**config.mk**
```make
export PLATFORM = sky130hd
export DESIGN_NAME = alpharetz_wb_stage
export DESIGN_NICKNAME = d
export VERILOG_FILES = /design/src/rtl/alpharetz_wb_stage.sv
export SDC_FILE = /design/constraint.sdc
export NUM_CORES = 1
export LEC_CHECK = 0
export ABC_AREA = 1
export ABC_CLOCK_PERIOD_IN_PS = 3300
export BUFFER_PORTS_ARGS = -buffer_cell sky130_fd_sc_hd__buf_2
export CAP_MARGIN = 20
export CORE_ASPECT_RATIO = 0.7
export CORE_MARGIN = 4
export CORE_UTILIZATION = 45
export CTS_CLUSTER_DIAMETER = 30
export DETAILED_ROUTE_END_ITERATION = 10
export PLACE_DENSITY = 0.71
export SYNTH_ARGS = -nofsm -noshare
export SYNTH_HDL_FRONTEND = slang
export SYNTH_SLANG_ARGS = --single-unit
```
**constraint.sdc**
```tcl
create_clock -name clk -period 3.3 [get_ports clk]
set_input_delay 0.33 -clock clk [delete_from_list [all_inputs] [get_ports clk]]
set_output_delay 0.33 -clock clk [all_outputs]
set_load 0.01 [all_outputs]
```
**src/rtl/alpharetz_wb_stage.sv**
```systemverilog
// Writeback stage: merges the unbuffered ALU result channel and a small buffered
// load-return channel onto the single register-file write port, with a bypass copy.
module alpharetz_wb_stage #(
    parameter int CPU_DATA_WIDTH = 32,
    parameter int REG_ADDR_WIDTH = 5,
    parameter int LD_FIFO_DEPTH  = 2
) (
    input  logic                              clk,
    input  logic                              async_rst_n,
    input  logic                              clk_en,
    input  logic                              sys_en,
    input  logic                              alu_valid,
    output logic                              alu_ready,
    input  logic [REG_ADDR_WIDTH-1:0]         alu_rd,
    input  logic [CPU_DATA_WIDTH-1:0]         alu_data,
    input  logic                              ld_valid,
    output logic                              ld_ready,
    input  logic [REG_ADDR_WIDTH-1:0]         ld_rd,
    input  logic [CPU_DATA_WIDTH-1:0]         ld_data,
    output logic                              wr_en,
    output logic [REG_ADDR_WIDTH-1:0]         wr_addr,
    output logic [CPU_DATA_WIDTH-1:0]         wr_data,
    output logic                              byp_valid,
    output logic [REG_ADDR_WIDTH-1:0]         byp_addr,
    output logic [CPU_DATA_WIDTH-1:0]         byp_data,
    output logic [$clog2(LD_FIFO_DEPTH):0]    ld_fifo_count
);
    localparam int PTR_W = $clog2(LD_FIFO_DEPTH);
    localparam int CNT_W = PTR_W + 1;
    localparam logic [CNT_W-1:0] FULL_COUNT = CNT_W'(LD_FIFO_DEPTH);
    localparam logic [CNT_W-1:0] CNT_ONE    = CNT_W'(1);
    localparam logic [PTR_W-1:0] PTR_ONE    = PTR_W'(1);

    typedef enum logic {
        GRANT_LOAD = 1'b0,
        GRANT_ALU  = 1'b1
    } grant_e;

    typedef struct packed {
        logic [REG_ADDR_WIDTH-1:0] rd;
        logic [CPU_DATA_WIDTH-1:0] data;
    } result_t;

    result_t          fifo_mem [LD_FIFO_DEPTH];
    logic [PTR_W-1:0] rd_ptr;
    logic [PTR_W-1:0] wr_ptr;
    logic [CNT_W-1:0] count;
    grant_e           last_grant;

    logic    advance;
    logic    fifo_full;
    logic    fifo_nonempty;
    logic    load_owed;
    logic    ld_grant;
    logic    alu_fire;
    logic    ld_push;
    logic    any_grant;
    result_t sel;

    // A buffered load is owed the port when the buffer is full or the ALU won last time.
    always_comb begin
        advance       = clk_en & sys_en;
        fifo_full     = (count == FULL_COUNT);
        fifo_nonempty = (count != '0);
        load_owed     = fifo_nonempty & (fifo_full | (last_grant == GRANT_ALU));
        ld_ready      = advance & ~fifo_full;
        alu_ready     = advance & ~load_owed;
        ld_grant      = advance & fifo_nonempty & (load_owed | ~alu_valid);
        alu_fire      = alu_valid & alu_ready & ~ld_grant;
        ld_push       = ld_valid & ld_ready;
        any_grant     = ld_grant | alu_fire;
        if (ld_grant) begin
            sel = fifo_mem[rd_ptr];
        end else begin
            sel.rd   = alu_rd;
            sel.data = alu_data;
        end
    end

    // NOTE: buffer storage carries no reset; the pointers and count alone define what is valid.
    always_ff @(posedge clk) begin
        if (ld_push) begin
            fifo_mem[wr_ptr] <= '{rd: ld_rd, data: ld_data};
        end
    end

    always_ff @(posedge clk or negedge async_rst_n) begin
        if (!async_rst_n) begin
            wr_en      <= 1'b0;
            wr_addr    <= '0;
            wr_data    <= '0;
            rd_ptr     <= '0;
            wr_ptr     <= '0;
            count      <= '0;
            last_grant <= GRANT_LOAD;
        end else if (advance) begin
            // Results for r0 complete their handshake but never reach the register file.
            wr_en <= any_grant & (sel.rd != '0);
            if (any_grant) begin
                wr_addr <= sel.rd;
                wr_data <= sel.data;
            end
            if (ld_push) begin
                wr_ptr <= wr_ptr + PTR_ONE;
            end
            if (ld_grant) begin
                rd_ptr <= rd_ptr + PTR_ONE;
            end
            case ({ld_push, ld_grant})
                2'b10:   count <= count + CNT_ONE;
                2'b01:   count <= count - CNT_ONE;
                default: count <= count;
            endcase
            if (ld_grant) begin
                last_grant <= GRANT_LOAD;
            end else if (alu_fire) begin
                last_grant <= GRANT_ALU;
            end
        end
    end

    assign byp_valid     = wr_en;
    assign byp_addr      = wr_addr;
    assign byp_data      = wr_data;
    assign ld_fifo_count = count;

endmodule

```
Yosys cells after proc, flatten, opt, wreduce, memory -nomap -nowiden
Memory sizes are Yosys's and may differ from the RTL's.
Cells that the tools add are included.

storage, ports and cells
  register bits = 43
  memory bits (writable) = 74
  bits of input ports = 80
  output and inout bits = 80
  memories kept = 1

memory list
  memory    words  width  read ports  clocked after memory_dff  write ports  RTL line  source
  fifo_mem  2      37     1           0                         1            44        result_t fifo_mem [LD_FIFO_DEPTH];

operators by class
  $add $sub $neg = 4
  equality and inequality tests = 3
  muxes and demuxes = 6
  bitwise operators = 17
  reduce and logical (&&, ||, !) cells = 9

operators with widths
  cell                                                                    count
  37-bit 2-to-1 mux                                                       1
  1-bit bitwise AND                                                       10
  2-bit AND reduction                                                     5
  2-bit nonzero test                                                      3
  5-bit nonzero test                                                      1
  2-bit equality test (second input constant)                             2
  1-bit 2-to-1 mux                                                        4
  1-bit inverter                                                          4
  2-bit one-hot mux with 2 select lines                                   1
  1-bit bitwise OR                                                        3
  1-bit adder (second input constant)                                     2
  2-bit by 1-bit adder with 2-bit output (second input constant)          1
  2-bit by 1-bit equality test with 1-bit output (second input constant)  1
  2-bit by 1-bit subtractor with 2-bit output (second input constant)     1

Longest topological paths before layout
Gate-level depths: netlist (run 1).

  word-level depth = 9
  mapped depth = 11
  gate-level depth less buffers = 9

Worst setup path before layout (run 1)
No wires, ideal clock.

  path type = register -> register
  start = register count[0], in the netlist ld_fifo_count[0]
  end = memory fifo_mem[0][0] (netlist name) (enable)
  library setup time = 0.431 ns
  arrival time = 2.584 ns
  path slack = 0.284 ns
  stages on the path, launching flop included = 6
  path buffers = 1
  period minus slack after synthesis = 3.016 ns
  path through = dfrtp_1 buf_6 inv_1 a21oi_1 nand2_1 nor2_1

between the ends
  word-level cells in the longest chain between the ends = 6

RTL lines
  element                                 RTL line  source
  start: declaration                      47        logic [CNT_W-1:0] count;
  start signal: assignment                110       2'b10: count <= count + CNT_ONE;
  start signal: assignment                111       2'b01: count <= count - CNT_ONE;
  start signal: assignment                112       default: count <= count;
  2-bit equality test                     63        fifo_full = (count == FULL_COUNT);
  1-bit inverter                          66        ld_ready = advance & ~fifo_full;
  1-bit bitwise AND                       66
  via ld_ready                            17        output logic ld_ready,
  1-bit bitwise AND                       70        ld_push = ld_valid & ld_ready;
  1-bit 2-to-1 mux                        82        if (ld_push) begin
  1-bit 2-to-1 mux (implied by the code)  83        fifo_mem[wr_ptr] <= '{rd: ld_rd, data: ld_data};
  end: declaration                        44

The timed path passes the listed nets, and every way through them passes these cells.

Final worst setup path (run 1)
  start = register count[0], in the netlist ld_fifo_count[0]
  end = register wr_data[10], in the netlist byp_data[10]

between the ends
  word-level cells in the longest chain between the ends = 9

RTL lines
  element                                              RTL line  source
  2-bit equality test                                  63
  1-bit bitwise OR                                     65        load_owed = fifo_nonempty & (fifo_full | (last_grant == GRANT_ALU));
  1-bit bitwise AND                                    65
  1-bit inverter or 1-bit bitwise OR (tied branches)   67, 68
  1-bit bitwise AND (on tied branches)                 67, 68
  1-bit bitwise AND or 1-bit inverter (tied branches)  69        alu_fire = alu_valid & alu_ready & ~ld_grant;
  1-bit bitwise AND                                    69
  1-bit bitwise OR                                     71        any_grant = ld_grant | alu_fire;
  2-bit AND reduction (no source line)                 -
  end signal: assignment                               101       wr_data <= sel.data;
  end: declaration                                     22        output logic [CPU_DATA_WIDTH-1:0] wr_data,

Parallel ways exist; a longest one is shown, timed or not.
A chain may end at the register's enable or synchronous reset.

==> results of run 1 <==
[sequential cells by signal, indices dropped and copies added, names as in the netlist]
signal / count
fifo_mem: 74
byp_data: 32
byp_addr: 5
ld_fifo_count: 2
byp_valid: 1
last_grant: 1
rd_ptr: 1
wr_ptr: 1
[report_power, final]
group / switching (W) / internal (W)
registers: 0.000204 / 0.00185
logic: 0.000968 / 0.000571
clock network: 0.000604 / 0.00117
total: 0.00178 / 0.00359
[placed cells by master, fill, tap and decap left out, types with 2 or more instances in the layout]
cell type / netlist / layout
dfrtp_1: 43 / 43
nand3_1: 4 / 4
nand2_1: 94 / 94
buf_2: 8 / 159
o211ai_1: 3 / 3
o21ai_2: 20 / 20
a21oi_1: 2 / 2
o21ai_1: 8 / 8
clkinv_1: 0 / 3
nor2_1: 80 / 78
o21ai_0: 7 / 7
o211ai_2: 29 / 29
a31oi_1: 4 / 4
clkbuf_1: 5 / 2
xor2_1: 4 / 4
inv_1: 8 / 8
edfxtp_1: 74 / 74
buf_4: 40 / 8
bufinv_16: 0 / 3
nor2_4: 2 / 4
clkinv_2: 0 / 6
clkbuf_16: 0 / 17
[logic make-up (layout without fill, tap and decap cells)]
kind of cell / count (synthesis) / after routing
xor gates and xnor gates: 5 / 5
AOI/OAI and AO/OA: 73 / 73
and+or+nand+nor: 183 / 183
DFF: 117 / 117
adders and majority gates: 1 / 1
buffers and inverters: 71 / 211
[area by class of cell]
type / instances / area, um^2
Tap cell: 153 / 191
Sequential cell: 117 / 3300
Inverter: 10 / 40.0
Fill cell: 957 / 4750
Clock inverter: 13 / 139
Timing Repair Buffer: 169 / 886
Multi-Input combinational cell: 262 / 1470
Clock buffer: 19 / 433
[worst min path at each step]
stage,start,endpoint,slack [ns],cells after the start
2_1_floorplan,async_rst_n,byp_addr[0]$_DFFE_PN0P_,0.03,0
3_3_place_gp,byp_data[3]$_DFFE_PN0P_,byp_data[3]$_DFFE_PN0P_,0.47,2
3_5_place_dp,byp_data[31]$_DFFE_PN0P_,byp_data[31]$_DFFE_PN0P_,0.48,2
4_1_cts,ld_data[12],fifo_mem[1][12]$_DFFE_PP_,0.1,1
5_1_grt,ld_data[15],fifo_mem[0][15]$_DFFE_PP_,0.1,1
6_report,ld_data[2],fifo_mem[0][2]$_DFFE_PP_,0.11,1
[synthesized netlist by cell type]
cell type	count
nand2_1	94
nor2_1	80
edfxtp_1	74
dfrtp_1	43
buf_4	40
o211ai_2	29
o21ai_2	20
buf_2	8
inv_1	8
o21ai_1	8
o21ai_0	7
clkbuf_1	5
a31oi_1	4
buf_6	4
nand3_1	4
xor2_1	4
buf_12	3
o211ai_1	3
a21oi_1	2
nor2_4	2
buf_1	1
ha_1	1
inv_2	1
inv_4	1
nand2_2	1
nand2_4	1
nand3_4	1
xnor2_1	1
[worst max-delay path, stage by stage, from the launching register on]
cell,delay (ns)
dfrtp_1,0.54
nor2_4,0.07
nor2_4,0.16
nand2_4,0.11
inv_4,0.36
buf_4,0.50
o21ai_1,0.17
o211ai_2,0.09
nand2_1,0.07
[metrics by stage]
step	instances	hold WS, ns	area (um^2)
after global placement	709	0.475	5860
after CTS	741	0.0974	6430
after floorplan	450	0.0344	5260
final	743	0.115	6460
after global routing	743	0.0966	6460
after detailed placement	709	0.481	5860
[layer usage]
| metal | vias up | share of wire [%] |
|---|---|---|
| li1 | 1749 | - |
| met5 | - | 0.11 |
| met4 | 2 | 0.50 |
| met2 | 116 | 46 |
| met1 | 1684 | 46 |
| met3 | 8 | 7.6 |
[repair_timing]
action / in CTS / in global routing
endpoints found under the hold margin: 0 / 15
hold buffers: 0 / 1
resized for setup: 0 / 0
endpoints found under the setup margin: 0 / 0
==> impl_results.md, run 1 <==
- Maximum VDD drop: just over 400 uV
- Final hold vios: 0
- Pleak: 2.85 nW
- Pwr dens: 831 nW/um^2
- Hpwl dp: 8.14 mm
- Initial antenna violation count: 1
- Clk buf depth: 2
- RePlAce Congestion: between 0.8 and 0.9
- CP Launch Point: ld_fifo_count[0]$_DFFE_PN0P_
- Final wirelength: 11.5 mm
- Post-Synth Adder-Cell Area: 0.238%
- Crit. End Element: flop
- PortBufs: 159
- Max frequency: 456 MHz
- Launching point of the worst reg2reg path: ld_fifo_count[0]$_DFFE_PN0P_
- Die X: about 140 um
- Critical path peak fanout: 34
- Synth Area in XOR/XNOR: 0.832%
- Syn nets: 531
- Number of max-cap violations: 0
- Setup_tns: 0 ns
- Layout cells sized above 1: ~43%
- Critical path class: flop to flop
- CP Data Required Time: between 3 and 4 ns
- Post-synthesis register bit count: between 100 and 150
- Met1 Use GR: 24.3%
- Drt wl/cell: about 15 um
- FF-to-FF path depth: 8
- Multiplexer area fraction after synthesis: 0%
- Simple-gate share of the synthesized area: 13.9%
- Final period utilization: 66.5%
- Startpoint Class: flop
- Crit path DAT: 2.48 ns
- Fin crit period: approximately 2.2 ns
- Routed Antenna Nets: 0
- Initial core utilization: 47.0%
- Max-slew violations: 0
- Worst slack at placement: between 1 and 1.5 ns
- Yosys top cell area share: between 40% and 50%
- Busiest grt layer: met2
- Largest cells by area after synthesis: edfxtp_1, dfrtp_1, o211ai_2
- # diodes: 0
- Leading area contributor after synthesis: edfxtp_1
- Grt met3 use: 5.87%
- Status: finished clean
- RSZ-0062 raised after global routing: no
- Core Area: 11200 um^2
- Synth warnings: 0
- Total congestion overflow: 0
- Chip height: 98.5 um
- Worst Slack Setup Final: 1.11 ns
- DRC: 0
- Synth Instances: between 400 and 500
- Register-to-register setup slack: 1.11 ns
- Row cnt: 32
- CTS tree: built
- Final setup viols: 0
- CP Capture Point: byp_data[10]$_DFFE_PN0P_
- FF-to-FF End: byp_data[10]$_DFFE_PN0P_
- Largest family of logic cells by synthesized area: simple AND/OR/NAND/NOR gates
- Pre-antenna DRT Iters: 4
- Worst-path clk slew: 0.05 ns
- Setup Skew: slightly below 0.008 ns
- Root buffer cell: clkbuf_16
- Met2 usage: between 20% and 30%
- Routed vias/inst: roughly 4.8
- Cell variety after synth: 28
- Synth Area in Compound Gates: roughly an eighth
- Average cell area after synthesis: 11.7 um^2
- First-pass GRT wire length: 18.0 mm
- Total GRT Usage: between 10% and 20%
- Via count: 3559
- Slew @ Worst Pin: around 1 ns
- Clock Latency Late Sink: 0.40 ns
- Initial DRC count: 178
- Seq/Total Area, Yosys: 62.7%
- Die footprint: ~14000 um^2
- Hold crit path type: input pin to flop
- Io pins: 160
- # nets final: 658
- H-tree depth reported by CTS: 4
- Sink Count: 117
- Max_slew headroom: between 30% and 40%
- CTS buffer count: 17
- Vias in the first global route: 3447
- Tot Pwr: roughly 0.0054 W
- Mapped Area: 5260 um^2
- Synthesis-to-layout area growth: 22.7%
- Largest net degree at the start of global routing: 44
- Post-CTS setup buffer count: 0
- Final Util: between 50% and 60%
Power figures use the tool's default switching activity.
==> run 2: changes to the inputs <==
--- a/config.mk
+++ b/config.mk
@@ -6,7 +6,7 @@
 export NUM_CORES = 1
 export LEC_CHECK = 0
 export ABC_AREA = 1
-export ABC_CLOCK_PERIOD_IN_PS = 3300
+export ABC_CLOCK_PERIOD_IN_PS = 2200
 export BUFFER_PORTS_ARGS = -buffer_cell sky130_fd_sc_hd__buf_2
 export CAP_MARGIN = 20
 export CORE_ASPECT_RATIO = 0.7
==> constraint.sdc (replaced) <==
create_clock -name clk -period 2.2 [get_ports clk]
set_input_delay 0.22 -clock clk [delete_from_list [all_inputs] [get_ports clk]]
set_output_delay 0.22 -clock clk [all_outputs]
set_load 0.01 [all_outputs]
==> run 2 against run 1 <==
Net effect:
- total power up 51%
- sequential share of layout area down 2.6 points
- flip-flop and latch count unchanged
- cell count up 4.3%
- wire length up 6.6%
- clock power up 46%
- non-clock buffer count up 32
==> impl_results.md, run 2 (same netlist as run 1, synthesis figures left out) <==
- Status: finished clean
- FF-to-FF End: byp_data[18]$_DFFE_PN0P_
- Startpoint Class: flop
- CP Launch Point: ld_fifo_count[0]$_DFFE_PN0P_
- Critical path peak fanout: 42 (+24%)
- Register-to-register setup slack: 0.27 ns (-0.83 ns)
- Layout cells sized above 1: 40.8% (-2.0 points)
- Max-slew violations: 0 (unchanged)
- Pwr dens: 1190 nW/um^2 (+44%)
- Pleak: 2.98 nW (+4.6%)
- Critical path class: flop to flop
- Final Non-Filler Cells: 775 (+4.3%)
- Io pins: 160 (unchanged)
- Post-DP Area: 5920 um^2 (+1.1%)
- PortBufs: 159 (unchanged)
- Post-CTS sizing: 0 (unchanged)
- Max stage delay cell, worst path: inv_2
- Largest register by flop count: fifo_mem
- Worst Slack Setup Final: 0.274 ns (-0.832 ns)
- Routed vias/inst: 4.75 (-0.92%)
- Clk buf depth: 2 (unchanged)
- Crit-path cells: nor2_4, nand2_1, nand2_2, inv_2, o211ai_1, nand2_1
- CP Capture Point: byp_data[18]$_DFFE_PN0P_
- CP Data Required Time: 2.53 ns (-1.05 ns)
- # nets final: 690 (+4.9%)
- Tot Pwr: 0.00812 W (+51%)
- Final period utilization: 87.5% (+21 points)
- Fin crit period: 1.93 ns (-0.268 ns)
- Initial DRC count: 122 (-31%)
- Drt wl/cell: 15.8 um (+2.2%)
- Pre-antenna DRT Iters: 4 (unchanged)
- Die footprint: 13500 um^2 (unchanged)
- Worst slack at placement: 0.268 ns (-0.825 ns)
- Crit path depth: 6 (-2)
- Crit. End Element: flop
- Total congestion overflow: 0 (unchanged)
- RSZ-0062 raised after global routing: no
- Slew @ Worst Pin: 1.02 ns (+0.0172 ns)
- Final-layout fill cell count: 933 (-2.5%)
- Launching point of the worst reg2reg path: ld_fifo_count[0]$_DFFE_PN0P_
- Final wirelength: 12.2 mm (+6.6%)
- Buf+Inv Stages, Crit Path: 1 (-1)
- Initial core utilization: 47.0% (unchanged)
- Commonest non-fill, non-tap cell in the layout: buf_2
- Row cnt: 32 (unchanged)
- # diodes: 0 (unchanged)
- Die X: 137 um (unchanged)
- Final hold vios: 0 (unchanged)
- Placed cell count: 711 (+0.28%)
- Worst-path clk slew: 0.05 ns (about the same)
- Setup Skew: 0.00756 ns (-0.000342 ns)
- Post-route cell area: 6800 um^2 (+5.3%)
- First-pass GRT wire length: 19.1 mm (+6.1%)
- Via count: 3678 (+3.3%)
- Maximum VDD drop: 615 uV (+48%)
- Crit path DAT: 2.25 ns (-0.23 ns)
- Core Area: 11200 um^2 (unchanged)
- Max_slew headroom: 32.1% (-1.2 points)
- Clock Latency Late Sink: 0.40 ns (about the same)
- Routed Antenna Nets: 0 (unchanged)
- Chip height: 98.5 um (unchanged)
- Root buffer cell: clkbuf_16
- Synthesis-to-layout area growth: 29.2%
- H-tree depth reported by CTS: 4 (unchanged)
- CP top delay family: buffers and inverters
- DRC: 0 (unchanged)
- Final setup viols: 0 (unchanged)
- Cell mode on critical path: nand2_1
- RePlAce Congestion: 0.750 (-12%)
- CTS buffer count: 17 (unchanged)
- Max frequency: 519 MHz (+14%)
- Initial antenna violation count: 0 (-1)
- Most frequent cells in the layout: buf_2, nand2_1, nor2_1
- Max reg flops: 74 (unchanged)
- Hold crit path type: input pin to flop
- Vias in the first global route: 3764 (+9.2%)
- Setup_tns: 0 ns (unchanged)
- CTS tree: built
- FF-to-FF path depth: 6 (-2)
- Number of max-cap violations: 0 (unchanged)
- Largest net degree at the start of global routing: 55 (+25%)
- Total GRT Usage: 18.6% (+1.2 points)
- Worst path max stage delay: 0.73 ns (+0.19 ns)
- Sink Count: 117 (unchanged)
- Hpwl dp: 8.08 mm (-0.77%)
[run 2: cell count changes in the layout (fill, tap and decap cells not counted)]
cell / previous run / this run
buf_12: 1 / 4
buf_4: 8 / 6
bufinv_16: 3 / 2
clkbuf_8: 0 / 1
clkinv_2: 6 / 5
clkinvlp_4: 1 / 2
dlygate4sd3_1: 1 / 32
[run 2: worst min path at each step]
| stage | slack [ns] | to | cells past startpoint | from |
|---|---|---|---|---|
| 2_1_floorplan | -0.08 | byp_addr[0]$_DFFE_PN0P_ | 0 | async_rst_n |
| 5_1_grt | 0.002 | fifo_mem[1][32]$_DFFE_PP_ | 1 | ld_rd[0] |
| 3_3_place_gp | 0.20 | byp_data[1]$_DFFE_PN0P_ | 1 | async_rst_n |
| 6_report | 0.02 | fifo_mem[1][32]$_DFFE_PP_ | 1 | ld_rd[0] |
| 4_1_cts | 0.0001 | fifo_mem[1][32]$_DFFE_PP_ | 1 | ld_rd[0] |
| 3_5_place_dp | 0.21 | byp_data[1]$_DFFE_PN0P_ | 1 | async_rst_n |
[run 2: where the power goes]
group / total (W) / internal [W] / switching, W
registers: 0.00309 / 0.00278 / 0.000310
clock network: 0.00258 / 0.00167 / 0.000907
logic: 0.00246 / 0.000934 / 0.00152
total: 0.00812 / 0.00538 / 0.00274
[run 2: per-layer routing]
layer	global-route usage (%)	wire length [um]
met5	0	0
met4	6.75	103
met3	5.26	851
met2	30.1	5930
met1	24.1	5350
[run 2: what timing repair did]
action                                 CTS  global route
buffers inserted                         0             0
hold buffers                            30             2
endpoints found under the hold margin   75             3
[run 2: area by class of cell]
class,instances,area (um^2),share of cell area (%)
clock buffer,20,447,6.57
multi-input combinational,262,1470,21.7
timing repair buffer,201,1240,18.2
inverter,10,40.0,0.589
sequential,117,3300,48.5
clock inverter,12,111,1.64
tap,153,191,2.81
[run 2: stage by stage]
| stage | util (%) | hold slack (ns) |
|---|---|---|
| 6_report | 60.7 | 0.0196 |
| 5_1_grt | 60.7 | 0.00181 |
| 4_1_cts | 60.5 | 0.000133 |
| 3_5_place_dp | 52.8 | 0.209 |
| 3_3_place_gp | 52.8 | 0.199 |
| 2_1_floorplan | - | -0.0756 |
==> run 3: changes to the inputs <==
--- a/config.mk
+++ b/config.mk
@@ -6,7 +6,7 @@
 export NUM_CORES = 1
 export LEC_CHECK = 0
 export ABC_AREA = 1
-export ABC_CLOCK_PERIOD_IN_PS = 2200
+export ABC_CLOCK_PERIOD_IN_PS = 2400
 export BUFFER_PORTS_ARGS = -buffer_cell sky130_fd_sc_hd__buf_2
 export CAP_MARGIN = 20
 export CORE_ASPECT_RATIO = 0.7
==> constraint.sdc (replaced) <==
create_clock -name clk -period 2.4 [get_ports clk]
set_input_delay 0.24 -clock clk [delete_from_list [all_inputs] [get_ports clk]]
set_output_delay 0.24 -clock clk [all_outputs]
set_load 0.01 [all_outputs]
==> run 3 against run 2 <==
Net effect:
- clock skew down 0.00080 ns
- via count decreased by 2.7%
- utilization fell by 3.2 points
- highest routed layer unchanged
- register-to-register slack better by 0.26 ns
- combinational power down 12%
- sequential share of layout area increased by 2.7 points
- fmax is 3.1% higher
- die area did not move
- clock-buffer cell count is 7 higher
- largest cell class unchanged
- flip-flop and latch count is the same
==> impl_results.md, run 3 (same netlist as run 1, synthesis figures left out) <==
- Final wirelength: 11.7 mm (-4.7%)
- Routed Antenna Nets: 0 (unchanged)
- Grt met3 use: 5.97% (+0.71 points)
- Critical path class: flop to flop
- RePlAce Congestion: 0.792 (+5.6%)
- Largest register by flop count: fifo_mem
- Max stage delay cell, worst path: inv_2
- Clock network power share: 31.9% (+0.2 points)
- CTS tree: built
- Pwr dens: 1130 nW/um^2 (-5.1%)
- Max-slew violations: 0 (unchanged)
- Crit path DAT: 2.21 ns (-0.04 ns)
- CTS buffer count: 17 (unchanged)
- H-tree depth reported by CTS: 4 (unchanged)
- Switch share: 33.4% (-0.30 points)
- Buf+Inv Stages, Crit Path: 1 (unchanged)
- CP top delay family: buffers and inverters
- Die X: 137 um (unchanged)
- Total GRT Usage: 17.8% (-0.79 points)
- Setup Skew: 0.00677 ns (-0.000796 ns)
- Pint: 0.00486 W (-9.6%)
- Clk buf depth: 2 (unchanged)
- CP Data Required Time: 2.74 ns (+0.21 ns)
- Vias in the first global route: 3637 (-3.4%)
- Via count: 3580 (-2.7%)
- Commonest non-fill, non-tap cell in the layout: buf_2
- Max_slew headroom: 31.4% (-0.69 points)
- Clock Latency Late Sink: 0.41 ns (about the same)
- PortBufs: 159 (unchanged)
- Pleak: 2.84 nW (-4.7%)
- Final period utilization: 77.9% (-9.7 points)
- Initial DRC count: 177 (+45%)
- Initial antenna violation count: 0 (unchanged)
- Root buffer cell: clkbuf_16
- Crit. End Element: flop
- Combinational Power Share: 29.5% (-0.7 points)
- Crit-path cells: nor2_4, nand2_1, nand2_2, inv_2, o211ai_1, nand2_1
- Post-CTS sizing: 0 (unchanged)
- Reg power frac: 38.6% (+0.6 points)
- Fin crit period: 1.87 ns (-0.0570 ns)
- Hold crit path type: input pin to flop
- Io pins: 160 (unchanged)
- Largest net degree at the start of global routing: 43 (-22%)
- Slew @ Worst Pin: 1.03 ns (+0.0104 ns)
- # diodes: 0 (unchanged)
- First-pass GRT wire length: 18.4 mm (-4.0%)
- Drt wl/cell: 15.7 um (-0.76%)
- Status: finished clean
- Pre-antenna DRT Iters: 4 (unchanged)
- Most frequent cells in the layout: buf_2, nand2_1, nor2_1
- Final hold vios: 0 (unchanged)
- Initial core utilization: 47.0% (unchanged)
- Net switching power: 0.00244 W (-11%)
- Critical path peak fanout: 42 (unchanged)
- Final Util: 57.5% (-3.2 points)
- Met2 usage: 28.3% (-1.8 points)
- Final setup viols: 0 (unchanged)
- Maximum VDD drop: 733 uV (+19%)
- Worst path max stage delay: 0.74 ns (about the same)
- Met1 Use GR: 22.8% (-1.3 points)
- Total congestion overflow: 0 (unchanged)
- Layout cells sized above 1: 42.5% (+1.6 points)
- Register-to-register setup slack: 0.53 ns (+0.26 ns)
- Max frequency: 535 MHz (+3.1%)
- Startpoint Class: flop
- Row cnt: 32 (unchanged)
- Busiest grt layer: met2
- Routed vias/inst: 4.81 (+1.4%)
- Chip height: 98.5 um (unchanged)
- DRC: 0 (unchanged)
- Max reg flops: 74 (unchanged)
- Synthesis-to-layout area growth: 22.5%
- Number of max-cap violations: 0 (unchanged)
- # nets final: 659 (-4.5%)
- Worst-path clk slew: 0.05 ns (about the same)
- Die footprint: 13500 um^2 (unchanged)
- Sink Count: 117 (unchanged)
- Hpwl dp: 7.92 mm (-2.0%)
- Core Area: 11200 um^2 (unchanged)
- Cell mode on critical path: nand2_1
- RSZ-0062 raised after global routing: no
- Setup_tns: 0 ns (unchanged)
==> run 3: cell types whose count changed in the layout (fill, tap and decap cells not counted) <==
cell,before,now
clkbuf_1,2,6
clkbuf_8,1,4
clkinv_2,5,2
buf_4,6,9
clkinv_1,3,2
bufinv_16,2,1
clkinvlp_4,2,0
dlygate4sd3_1,32,1
buf_12,4,1
==> run 3: final timing paths <==
kind | start | end | depth (start not counted)
setup / recovery | ld_fifo_count[0]$_DFFE_PN0P_ | byp_data[18]$_DFFE_PN0P_ | 6
hold / removal | ld_rd[3] | fifo_mem[0][35]$_DFFE_PP_ | 1
setup reg to reg | ld_fifo_count[0]$_DFFE_PN0P_ | byp_data[18]$_DFFE_PN0P_ | 6
hold reg to reg | byp_data[27]$_DFFE_PN0P_ | byp_data[27]$_DFFE_PN0P_ | 2
max in group asynchronous | async_rst_n | byp_data[3]$_DFFE_PN0P_ | 3
min in group asynchronous | async_rst_n | byp_data[1]$_DFFE_PN0P_ | 2
==> run 3: power groups by stage <==
stage                     clock network (W)  logic [W]  registers, W
after floorplan                           0    0.00160       0.00294
after global placement                    0    0.00217       0.00284
after detailed placement                  0    0.00220       0.00286
after CTS                           0.00238    0.00221       0.00282
after global routing                0.00247    0.00241       0.00287
final                               0.00233    0.00216       0.00282
==> run 3: per-layer routing <==
| layer | share of wire (%) | vias up |
|---|---|---|
| met4 | 1.0 | 0 |
| met3 | 9.3 | 14 |
| met2 | 47 | 135 |
| li1 | - | 1748 |
| met5 | 0 | - |
| met1 | 43 | 1683 |
==> run 3: final cells by class <==
cell class / count / area, um^2
clock inverter: 5 / 47.5
tap: 153 / 191
multi-input combinational: 262 / 1470
timing repair buffer: 170 / 893
sequential: 117 / 3300
inverter: 10 / 40.0
clock buffer: 27 / 503
fill: 959 / 4760
==> run 3: per-stage QoR <==
step	total power, W	worst slack [ns]	instance area, um^2	hold WS, ns	cells
6_report	0.00730	0.531	6450	0.0199	744
5_1_grt	0.00775	0.283	6450	0.00375	744
4_1_cts	0.00741	0.512	6450	0.000171	744
3_5_place_dp	0.00505	0.516	5890	0.177	711
3_3_place_gp	0.00500	0.594	5890	0.172	711
2_1_floorplan	0.00453	-0.0220	5270	-0.0556	450
==> run 3: timing repair <==
action,in CTS,in global routing
endpoints found under the hold margin,16,0
setup endpoints to repair,0,0
hold buffers,1,0
setup buffers,0,0
